$ cat src/rtl/apb_pkg.sv
// apb_pkg: shared state encoding and default bus widths for the APB master arbiter.
package apb_pkg;

    typedef enum logic [1:0] {
        IDLE   = 2'd0,
        SETUP  = 2'd1,
        ACCESS = 2'd2
    } state_e;

    localparam int APB_ADDR_W = 3;
    localparam int APB_DATA_W = 5;

endpackage

$ cat src/rtl/rr_arbiter.sv
// rr_arbiter: combinational round-robin pick, first set request after last, wrapping.
module rr_arbiter #(
    parameter int NREQ = 2
) (
    input  logic [NREQ-1:0]         req,
    input  logic [$clog2(NREQ)-1:0] last,
    input  logic                    en,
    output logic [NREQ-1:0]         grant,
    output logic [$clog2(NREQ)-1:0] id
);
    localparam int ID_W = $clog2(NREQ);

    logic [NREQ-1:0] hi;
    logic [NREQ-1:0] req_hi;
    logic [NREQ-1:0] pick;

    for (genvar g = 0; g < NREQ; g++) begin : g_hi
        assign hi[g] = ID_W'(g) > last;
    end

    // Requests above the pointer take priority; otherwise wrap to the lowest set bit.
    assign req_hi = req & hi;
    assign pick   = |req_hi ? req_hi & (~req_hi + 1'b1) : req & (~req + 1'b1);
    assign grant  = en ? pick : '0;

    for (genvar b = 0; b < ID_W; b++) begin : g_enc
        logic [NREQ-1:0] m;
        for (genvar g = 0; g < NREQ; g++) begin : g_m
            assign m[g] = 1'((g >> b) & 1);
        end
        assign id[b] = |(grant & m);
    end

endmodule

$ cat src/rtl/apb_master_arb.sv
// apb_master_arb: APB master sharing one slave between NREQ requesters, round-robin,
// with optional ACCESS timeout and a registered response port.
module apb_master_arb
    import apb_pkg::*;
#(
    parameter int NREQ        = 2,
    parameter int ADDR_W      = APB_ADDR_W,
    parameter int DATA_W      = APB_DATA_W,
    parameter int TIMEOUT_CYC = 16
) (
    input  logic                     pclk,
    input  logic                     preset,
    input  logic [NREQ-1:0]          req,
    input  logic [NREQ-1:0]          req_write,
    input  logic [NREQ*ADDR_W-1:0]   req_addr,
    input  logic [NREQ*DATA_W-1:0]   req_wdata,
    output logic [NREQ-1:0]          gnt,
    output logic                     rsp_valid,
    output logic [$clog2(NREQ)-1:0]  rsp_id,
    output logic [DATA_W-1:0]        rsp_rdata,
    output logic                     rsp_err,
    output logic                     psel,
    output logic                     penable,
    output logic                     pwrite,
    output logic [ADDR_W-1:0]        padd,
    output logic [DATA_W-1:0]        pwdata,
    input  logic [DATA_W-1:0]        prdata,
    input  logic                     pready
);
    localparam int ID_W  = $clog2(NREQ);
    localparam int CNT_W = TIMEOUT_CYC > 0 ? $clog2(TIMEOUT_CYC + 1) : 1;
    localparam logic [CNT_W-1:0] CNT_LAST = CNT_W'(TIMEOUT_CYC > 0 ? TIMEOUT_CYC - 1 : 0);

    state_e              state_q, state_d;
    logic [ID_W-1:0]     last_q, last_d;
    logic [ID_W-1:0]     id_q, id_d;
    logic                write_q, write_d;
    logic [ADDR_W-1:0]   addr_q, addr_d;
    logic [DATA_W-1:0]   wdata_q, wdata_d;
    logic [CNT_W-1:0]    cnt_q, cnt_d;
    logic [NREQ-1:0]     gnt_q, gnt_d;
    logic                psel_q, psel_d;
    logic                penable_q, penable_d;
    logic                rsp_valid_q, rsp_valid_d;
    logic                rsp_err_q, rsp_err_d;
    logic [DATA_W-1:0]   rsp_rdata_q, rsp_rdata_d;

    logic [NREQ-1:0]     arb_grant;
    logic [ID_W-1:0]     arb_id;
    logic [ADDR_W-1:0]   addr_a  [NREQ];
    logic [DATA_W-1:0]   wdata_a [NREQ];

    for (genvar g = 0; g < NREQ; g++) begin : g_slice
        assign addr_a[g]  = req_addr[g*ADDR_W +: ADDR_W];
        assign wdata_a[g] = req_wdata[g*DATA_W +: DATA_W];
    end

    rr_arbiter #(.NREQ(NREQ)) u_arb (
        .req   (req),
        .last  (last_q),
        .en    (state_q == IDLE),
        .grant (arb_grant),
        .id    (arb_id)
    );

    always_comb begin
        state_d     = state_q;
        last_d      = last_q;
        id_d        = id_q;
        write_d     = write_q;
        addr_d      = addr_q;
        wdata_d     = wdata_q;
        cnt_d       = cnt_q;
        gnt_d       = '0;
        rsp_valid_d = 1'b0;
        rsp_err_d   = 1'b0;
        rsp_rdata_d = '0;
        case (state_q)
            IDLE: if (|req) begin
                state_d = SETUP;
                id_d    = arb_id;
                last_d  = arb_id;
                write_d = req_write[arb_id];
                addr_d  = addr_a[arb_id];
                wdata_d = wdata_a[arb_id];
                cnt_d   = '0;
                gnt_d   = arb_grant;
            end
            SETUP: state_d = ACCESS;
            ACCESS: begin
                cnt_d = &cnt_q ? cnt_q : cnt_q + 1'b1;
                if (pready) begin
                    state_d     = IDLE;
                    rsp_valid_d = 1'b1;
                    rsp_rdata_d = write_q ? '0 : prdata;
                end else if (TIMEOUT_CYC != 0 && cnt_q == CNT_LAST) begin
                    state_d     = IDLE;
                    rsp_valid_d = 1'b1;
                    rsp_err_d   = 1'b1;
                end
            end
            default: state_d = IDLE;
        endcase
        psel_d    = state_d != IDLE;
        penable_d = state_d == ACCESS;
    end

    always_ff @(posedge pclk) begin
        if (preset) begin
            state_q     <= IDLE;
            last_q      <= ID_W'(NREQ - 1);
            id_q        <= '0;
            write_q     <= 1'b0;
            addr_q      <= '0;
            wdata_q     <= '0;
            cnt_q       <= '0;
            gnt_q       <= '0;
            psel_q      <= 1'b0;
            penable_q   <= 1'b0;
            rsp_valid_q <= 1'b0;
            rsp_err_q   <= 1'b0;
            rsp_rdata_q <= '0;
        end else begin
            state_q     <= state_d;
            last_q      <= last_d;
            id_q        <= id_d;
            write_q     <= write_d;
            addr_q      <= addr_d;
            wdata_q     <= wdata_d;
            cnt_q       <= cnt_d;
            gnt_q       <= gnt_d;
            psel_q      <= psel_d;
            penable_q   <= penable_d;
            rsp_valid_q <= rsp_valid_d;
            rsp_err_q   <= rsp_err_d;
            rsp_rdata_q <= rsp_rdata_d;
        end
    end

    // The command latch doubles as the APB field drivers; id stays put until the next grant.
    assign gnt       = gnt_q;
    assign psel      = psel_q;
    assign penable   = penable_q;
    assign pwrite    = write_q;
    assign padd      = addr_q;
    assign pwdata    = wdata_q;
    assign rsp_valid = rsp_valid_q;
    assign rsp_id    = id_q;
    assign rsp_err   = rsp_err_q;
    assign rsp_rdata = rsp_rdata_q;

endmodule

$ cat config.mk
export PLATFORM = sky130hd
export DESIGN_NAME = apb_master_arb
export DESIGN_NICKNAME = d
export VERILOG_FILES = /design/src/rtl/apb_pkg.sv /design/src/rtl/rr_arbiter.sv /design/src/rtl/apb_master_arb.sv
export SDC_FILE = /design/constraint.sdc
export NUM_CORES = 1
export LEC_CHECK = 0
export ABC_AREA = 0
export ABC_CLOCK_PERIOD_IN_PS = 5500
export BUFFER_PORTS_ARGS = -buffer_cell sky130_fd_sc_hd__clkbuf_2
export CAP_MARGIN = 20
export CORE_MARGIN = 10
export CORE_UTILIZATION = 50
export DETAILED_ROUTE_END_ITERATION = 7
export PLACE_DENSITY = 0.81
export SETUP_SLACK_MARGIN = 0.3
export SLEW_MARGIN = 20
export SYNTH_ARGS = -nofsm -noshare
export SYNTH_HDL_FRONTEND = slang
export SYNTH_SLANG_ARGS = --single-unit
$ cat constraint.sdc
create_clock -name pclk -period 5.5 [get_ports pclk]
set_input_delay 0 -clock pclk [delete_from_list [all_inputs] [get_ports pclk]]
set_output_delay 0 -clock pclk [all_outputs]
set_load 0.05 [all_outputs]
==> reports/summary.txt, run 1 <==
net count after synthesis = 160
vias post-DR = 1164
Critical Path RT = 5730 ps
Yosys reg bits = 29
Worst path slowest cell = nor2_1
CTS Buf Count = 5
Root Buffer = clkbuf_4
routability cong. = 0.816
Slew HR = 0.380
DRT Pass-1 Iters = 4
Synth Warn # = 0
Commonest cells post-synth = dfxtp_1 (29), and4_1 (18), nor2b_1 (11)
Synth top area share = 0.452
Detailed Place HPWL = 2400 um
Final Setup Violations = 0
chip height = 70.7 um
register area share after synthesis = 0.452
CP max FO = 22
die area = 0.00499 mm2
all-layer global routing usage = 0.134
CP Launch Type = flop
slowest stage delay, CP = 740 ps
PD cells = 297 mW/mm2
layout overhead on the synthesized area = 29.2%
crit path cell chain = nor2_1 -> nand3_1 -> a221o_1
Seq pwr share = 0.474
Mapped Area = 0.00128 mm2
# IOs = 49
Worst setup EP type = flop
Int Pwr = 0.334 mW
Yosys top cell by area = dfxtp_1
detailed-route wire length = 3190 um
Final min period = 2170 ps
total negative slack = 0 ps
f_max = 461 MHz
initial core utilization = 0.523
CTS tree = done
Reg clk slew, reported paths = 90 ps
grt ovf = 0
Hold Fails Final Rpt = 0
Synth async-reset ratio = 0
Static Leak = 0.766 nW
per-cell routed wire length = 15.0 um
Arr. time, crit path = 2400 ps
Multi-input gate area = 653 um2
drt drc = 0
number of synthesized flops with an enable pin = 0
worst-skew pair later-pin latency = 330 ps
Top Family by Delay on Critical Path = simple AND/OR/NAND/NOR gates
vias in the first global route = 1151
FF+latch area = 581 um2
largest cells by area after synthesis = dfxtp_1 (45%), and4_1 (12%), a221o_1 (7.0%)
Clk pwr share = 0.299
initial antenna violation count = 0
crit path kind = reg -> reg
RSZ-0062 raised after global routing = no
final critical-path share of the clock period = 0.394
Peak VDD IR = 229 uV
ANT nets after route = 0
Post-Route Skew = 6.83 ps
Max Slew Vio Count = 0
count leader, synth = dfxtp_1
synth unique cells = 33
sw frac = 0.322
first-pass GRT wire length = 5460 um
largest net degree at the start of global routing = 23
Mapped Cells = 129
Rows = 18
H-tree depth = 2
Die Wd = 70.7 um
CP bufs+invs = 0
Vias per Instance = 5.49
outcome = complete, no violations
ys flop type = dfxtp_1
post-CTS setup buffer count = 0
clk sink count = 29
core box area = 0.00245 mm2
Comb pwr share = 0.227
Layout Utilization = 0.676
Diodes inserted = 0
worst-margin pin slew = 926 ps
nets@finish = 212
Net Sw Power = 0.159 mW
buffers added on ports = 48
fillcell total = 202
max cap viols = 0
HP Class = in -> reg
Mean Syn Cell Area = 9.95 um2
fraction of layout cells with a size suffix above 1 = 0.335
number of DRC markers in iteration 0 = 46
Longest Clk Path Bufs = 2
==> power by group through the flow <==
stage / sequential, mW / combinational [mW] / clock [mW]
floorplan: 0.279 / 0.0400 / 0
global placement: 0.238 / 0.107 / 0
detailed placement: 0.239 / 0.109 / 0
CTS: 0.234 / 0.113 / 0.154
global route: 0.236 / 0.121 / 0.162
finish: 0.234 / 0.112 / 0.148
==> flip-flops by register name (all words and copies together), names as in the netlist <==
register	count
cnt_q	5
pwdata	5
rsp_rdata	5
padd	3
gnt	2
state_q	2
last_q	1
penable	1
psel	1
pwrite	1
rsp_err	1
rsp_id	1
rsp_valid	1
==> layout by cell type (no fill, tap or decap), drive strengths merged <==
master	instances
dfxtp	29
o2bb2ai	1
nor4b	2
clkinv	1
or2	2
inv	2
o21bai	1
nand2b	2
a21oi	6
o221a	1
nor3	2
nor2	6
and2	5
a21o	1
nor3b	1
nand4bb	1
o31ai	1
a221o	9
nand2	1
and4	18
or4	3
o21ai	4
nand3	3
a21boi	1
clkbuf	55
dlygate4sd3	7
and3	3
ha	3
nor2b	11
==> final cells by class <==
| cell class | count | share of cell area |
|---|---|---|
| multi-input combinational | 88 | 0.394 |
| tap | 30 | 0.0226 |
| sequential | 29 | 0.350 |
| inverter | 2 | 0.00452 |
| clock inverter | 1 | 0.00302 |
| timing repair buffer | 55 | 0.187 |
| clock buffer | 7 | 0.0392 |
==> timing repair <==
action                    4_1_cts  5_1_grt
hold buffers                    7        0
resized for setup               0        0
hold endpoints to repair        8        0
==> cells by family after synthesis <==
kind of cell	share of synthesized area
fa+ha+maj	0.0292
buf+inv	0.0390
simple gates	0.331
compound gates	0.148
flops	0.452
==> worst paths after layout <==
check | slack (ps) | endpoint | startpoint | depth (start not counted)
max reg2reg | 3330 | pwdata[0]$_SDFFE_PP0P_ | state_q[1]$_SDFF_PP0_ | 3
min reg2reg | 490 | cnt_q[3]$_SDFFE_PP0P_ | cnt_q[3]$_SDFFE_PP0P_ | 2
max | 3330 | pwdata[0]$_SDFFE_PP0P_ | state_q[1]$_SDFF_PP0_ | 3
min | 50 | padd[0]$_SDFFE_PP0P_ | req_addr[0] | 3
==> worst reg2reg max path: stages, from the launching register on <==
cell,delay [ps]
dfxtp_1,390
nor2_1,740
nand3_1,520
a221o_1,420
==> metrics by stage <==
step | worst slack [ps] | instances | area (um2) | hold slack [ps] | total power, mW
global route | 3090 | 212 | 1660 | 44.9 | 0.518
finish | 3330 | 212 | 1660 | 50.3 | 0.493
floorplan | 3730 | 129 | 1280 | 79.3 | 0.319
global placement | 3440 | 197 | 1520 | 201 | 0.346
CTS | 3360 | 212 | 1660 | 33.4 | 0.500
detailed placement | 3360 | 197 | 1520 | 207 | 0.348
==> routing by layer <==
metal,GRT usage,vias up,share of wire
met1,0.137,525,0.40
met3,0.0893,6,0.12
li1,-,590,-
met5,0,-,0
met4,0.0667,0,0.021
met2,0.206,43,0.46
(Power assumes the default switching activity.)
==> inputs of run 2 (changes only) <==
--- a/config.mk
+++ b/config.mk
@@ -5,14 +5,14 @@
 export SDC_FILE = /design/constraint.sdc
 export NUM_CORES = 1
 export LEC_CHECK = 0
-export ABC_AREA = 0
-export ABC_CLOCK_PERIOD_IN_PS = 5500
+export ABC_AREA = 1
+export ABC_CLOCK_PERIOD_IN_PS = 2000
 export BUFFER_PORTS_ARGS = -buffer_cell sky130_fd_sc_hd__clkbuf_2
 export CAP_MARGIN = 20
 export CORE_MARGIN = 10
-export CORE_UTILIZATION = 50
+export CORE_UTILIZATION = 47
 export DETAILED_ROUTE_END_ITERATION = 7
-export PLACE_DENSITY = 0.81
+export PLACE_DENSITY = 0.77
 export SETUP_SLACK_MARGIN = 0.3
 export SLEW_MARGIN = 20
 export SYNTH_ARGS = -nofsm -noshare
==> constraint.sdc (replaced) <==
create_clock -name pclk -period 2 [get_ports pclk]
set_input_delay 0 -clock pclk [delete_from_list [all_inputs] [get_ports pclk]]
set_output_delay 0 -clock pclk [all_outputs]
set_load 0.05 [all_outputs]
==> reports/summary.txt, run 2 <==
synth unique cells = 18
initial antenna violation count = 0
commonest non-fill, non-tap cell in the layout = clkbuf_2
Multi-input gate area = 518 um2
highest-count cells in the layout ignoring fill and taps = clkbuf_2 (48), inv_1 (40), nand2_1 (40)
worst hold path depth = 5
first-pass GRT wire length = 5920 um
crit path kind = reg -> reg
Yosys top cell by area = dfxtp_1
# IOs = 49
all-layer global routing usage = 0.141
largest cells by area after synthesis = dfxtp_1 (45%), inv_1 (12%), nand2_1 (12%)
Rows = 18
worst-skew pair later-pin latency = 340 ps
Layout Utilization = 0.731
Arr. time, crit path = 1760 ps
ANT nets after route = 0
Vias per Instance = 4.61
HP Class = in -> reg
Synth Warn # = 0
Longest Clk Path Bufs = 2
PD cells = 845 mW/mm2
outcome = complete, no violations
fillcell total = 193
chip height = 72.3 um
Post-Route Skew = 8.08 ps
initial core utilization = 0.505
per-cell routed wire length = 12.0 um
post-synthesis xor/xnor area fraction = 0
Synth Area in Simple Gates = 0.335
H-tree depth = 2
largest net degree at the start of global routing = 14
Synth top area share = 0.451
Reg clk slew, reported paths = 100 ps
CTS tree = done
Commonest cells post-synth = inv_1 (41), nand2_1 (41), dfxtp_1 (29)
DRT Pass-1 Iters = 4
Detailed Place HPWL = 2250 um
ys flop type = dfxtp_1
reg2reg setup slack = 470 ps
final critical-path share of the clock period = 0.767
Max Slew Vio Count = 0
Final Setup Violations = 0
fraction of layout cells with a size suffix above 1 = 0.252
buffers added on ports = 48
number of DRC markers in iteration 0 = 53
CP Launch Type = flop
Static Leak = 1.04 nW
Diodes inserted = 0
routability cong. = 0.833
Synth Area in Compound Gates = 0.0350
drt drc = 0
Hold Fails Final Rpt = 0
RSZ-0062 raised after global routing = no
Mapped Area = 0.00129 mm2
mux contribution to synthesized area = 0
Slew HR = 0.801
worst hold start = req_write[1]
Yosys reg bits = 29
Root Buffer = clkbuf_4
vias post-DR = 1328
number of synthesized flops with an enable pin = 0
Die Wd = 72.3 um
Peak VDD IR = 731 uV
reg-to-reg endpoint = cnt_q[0]$_SDFFE_PP0P_
Worst setup EP type = flop
CTS Buf Count = 5
net count after synthesis = 213
layout overhead on the synthesized area = 44.6%
register area share after synthesis = 0.451
clk sink count = 29
Synth async-reset ratio = 0
Hold Crit Endpoint = pwrite$_SDFFE_PP0P_
max cap viols = 0
worst-margin pin slew = 298 ps
Critical R2R Launch = cnt_q[0]$_SDFFE_PP0P_
CP max FO = 6
nets@finish = 288
detailed-route wire length = 3460 um
Mean Syn Cell Area = 7.07 um2
grt ovf = 0
R2R depth = 9
Critical Path RT = 2230 ps
Mapped Cells = 182
post-synthesis adder-cell area fraction = 0.0292
largest family of logic cells by synthesized area = simple AND/OR/NAND/NOR gates
core box area = 0.00254 mm2
die area = 0.00523 mm2
vias in the first global route = 1359
f_max = 652 MHz
FF+latch area = 581 um2
Final min period = 1530 ps
total negative slack = 0 ps
==> run 2: changes by cell type after synthesis, moves of 9 or more <==
cell	before	now
a221o_1	9	0
nor2b_1	11	0
nand2_1	1	41
inv_1	2	41
and4_1	18	0
nand3_1	3	15
nor2_1	6	24
==> run 2: timing repair <==
action | 4_1_cts | 5_1_grt
setup buffers | 0 | 0
hold buffers | 24 | 0
setup endpoints to repair | 0 | 5
gates resized for setup | 0 | 4
endpoints found under the hold margin | 20 | 0
==> run 2: how the worst max path moves through the flow <==
stage,from,to,cells past startpoint
floorplan,cnt_q[0]$_SDFFE_PP0P_,cnt_q[1]$_SDFFE_PP0P_,10
detailed placement,cnt_q[0]$_SDFFE_PP0P_,cnt_q[1]$_SDFFE_PP0P_,9
finish,cnt_q[0]$_SDFFE_PP0P_,cnt_q[0]$_SDFFE_PP0P_,9
global route,cnt_q[0]$_SDFFE_PP0P_,cnt_q[4]$_SDFFE_PP0P_,9
CTS,cnt_q[0]$_SDFFE_PP0P_,cnt_q[0]$_SDFFE_PP0P_,9
global placement,cnt_q[0]$_SDFFE_PP0P_,cnt_q[0]$_SDFFE_PP0P_,9
==> run 2: cell type report <==
cell class | instances | area share
Multi-Input combinational cell | 107 | 0.279
Clock buffer | 7 | 0.0296
Sequential cell | 29 | 0.312
Clock inverter | 1 | 0.0162
Tap cell | 30 | 0.0202
Inverter | 42 | 0.0848
Timing Repair Buffer | 72 | 0.258
==> run 2: cells by family after synthesis <==
| family | after synthesis |
|---|---|
| buf+inv | 46 |
| flops | 29 |
| fa+ha+maj | 3 |
| compound gates | 9 |
| simple gates | 95 |
==> run 2: per-stage QoR <==
| stage | setup WS, ps | hold slack (ps) | cell area [um2] | power, mW | instances |
|---|---|---|---|---|---|
| floorplan | 615 | 69.1 | 1290 | 0.947 | 182 |
| global placement | 513 | 189 | 1530 | 1.03 | 256 |
| finish | 466 | 18.2 | 1860 | 1.57 | 288 |
| CTS | 418 | 7.00 | 1850 | 1.57 | 288 |
| detailed placement | 433 | 188 | 1530 | 1.03 | 256 |
| global route | 322 | 29.9 | 1860 | 1.65 | 288 |
==> run 2: layer usage <==
metal,vias to the layer above,routed length [um],track usage
met3,8,417,0.0871
met5,-,0,0
met2,57,1500,0.222
met4,0,74,0.0645
met1,565,1460,0.145
li1,698,-,-
==> run 2: where the power goes <==
part | switching, mW | internal (mW) | leakage, nW
sequential | 0.0325 | 0.628 | 0.238
clock | 0.211 | 0.298 | 0.0455
combinational | 0.275 | 0.126 | 0.752
==> run 2: worst max-delay path, stage by stage (launching register included) <==
cell,delay (ps)
dfxtp_1,380
ha_1,180
nand2_1,90
nor2_2,130
ha_1,180
inv_1,40
nand3_1,100
nand2_2,110
o21ai_0,160
nor2_1,50
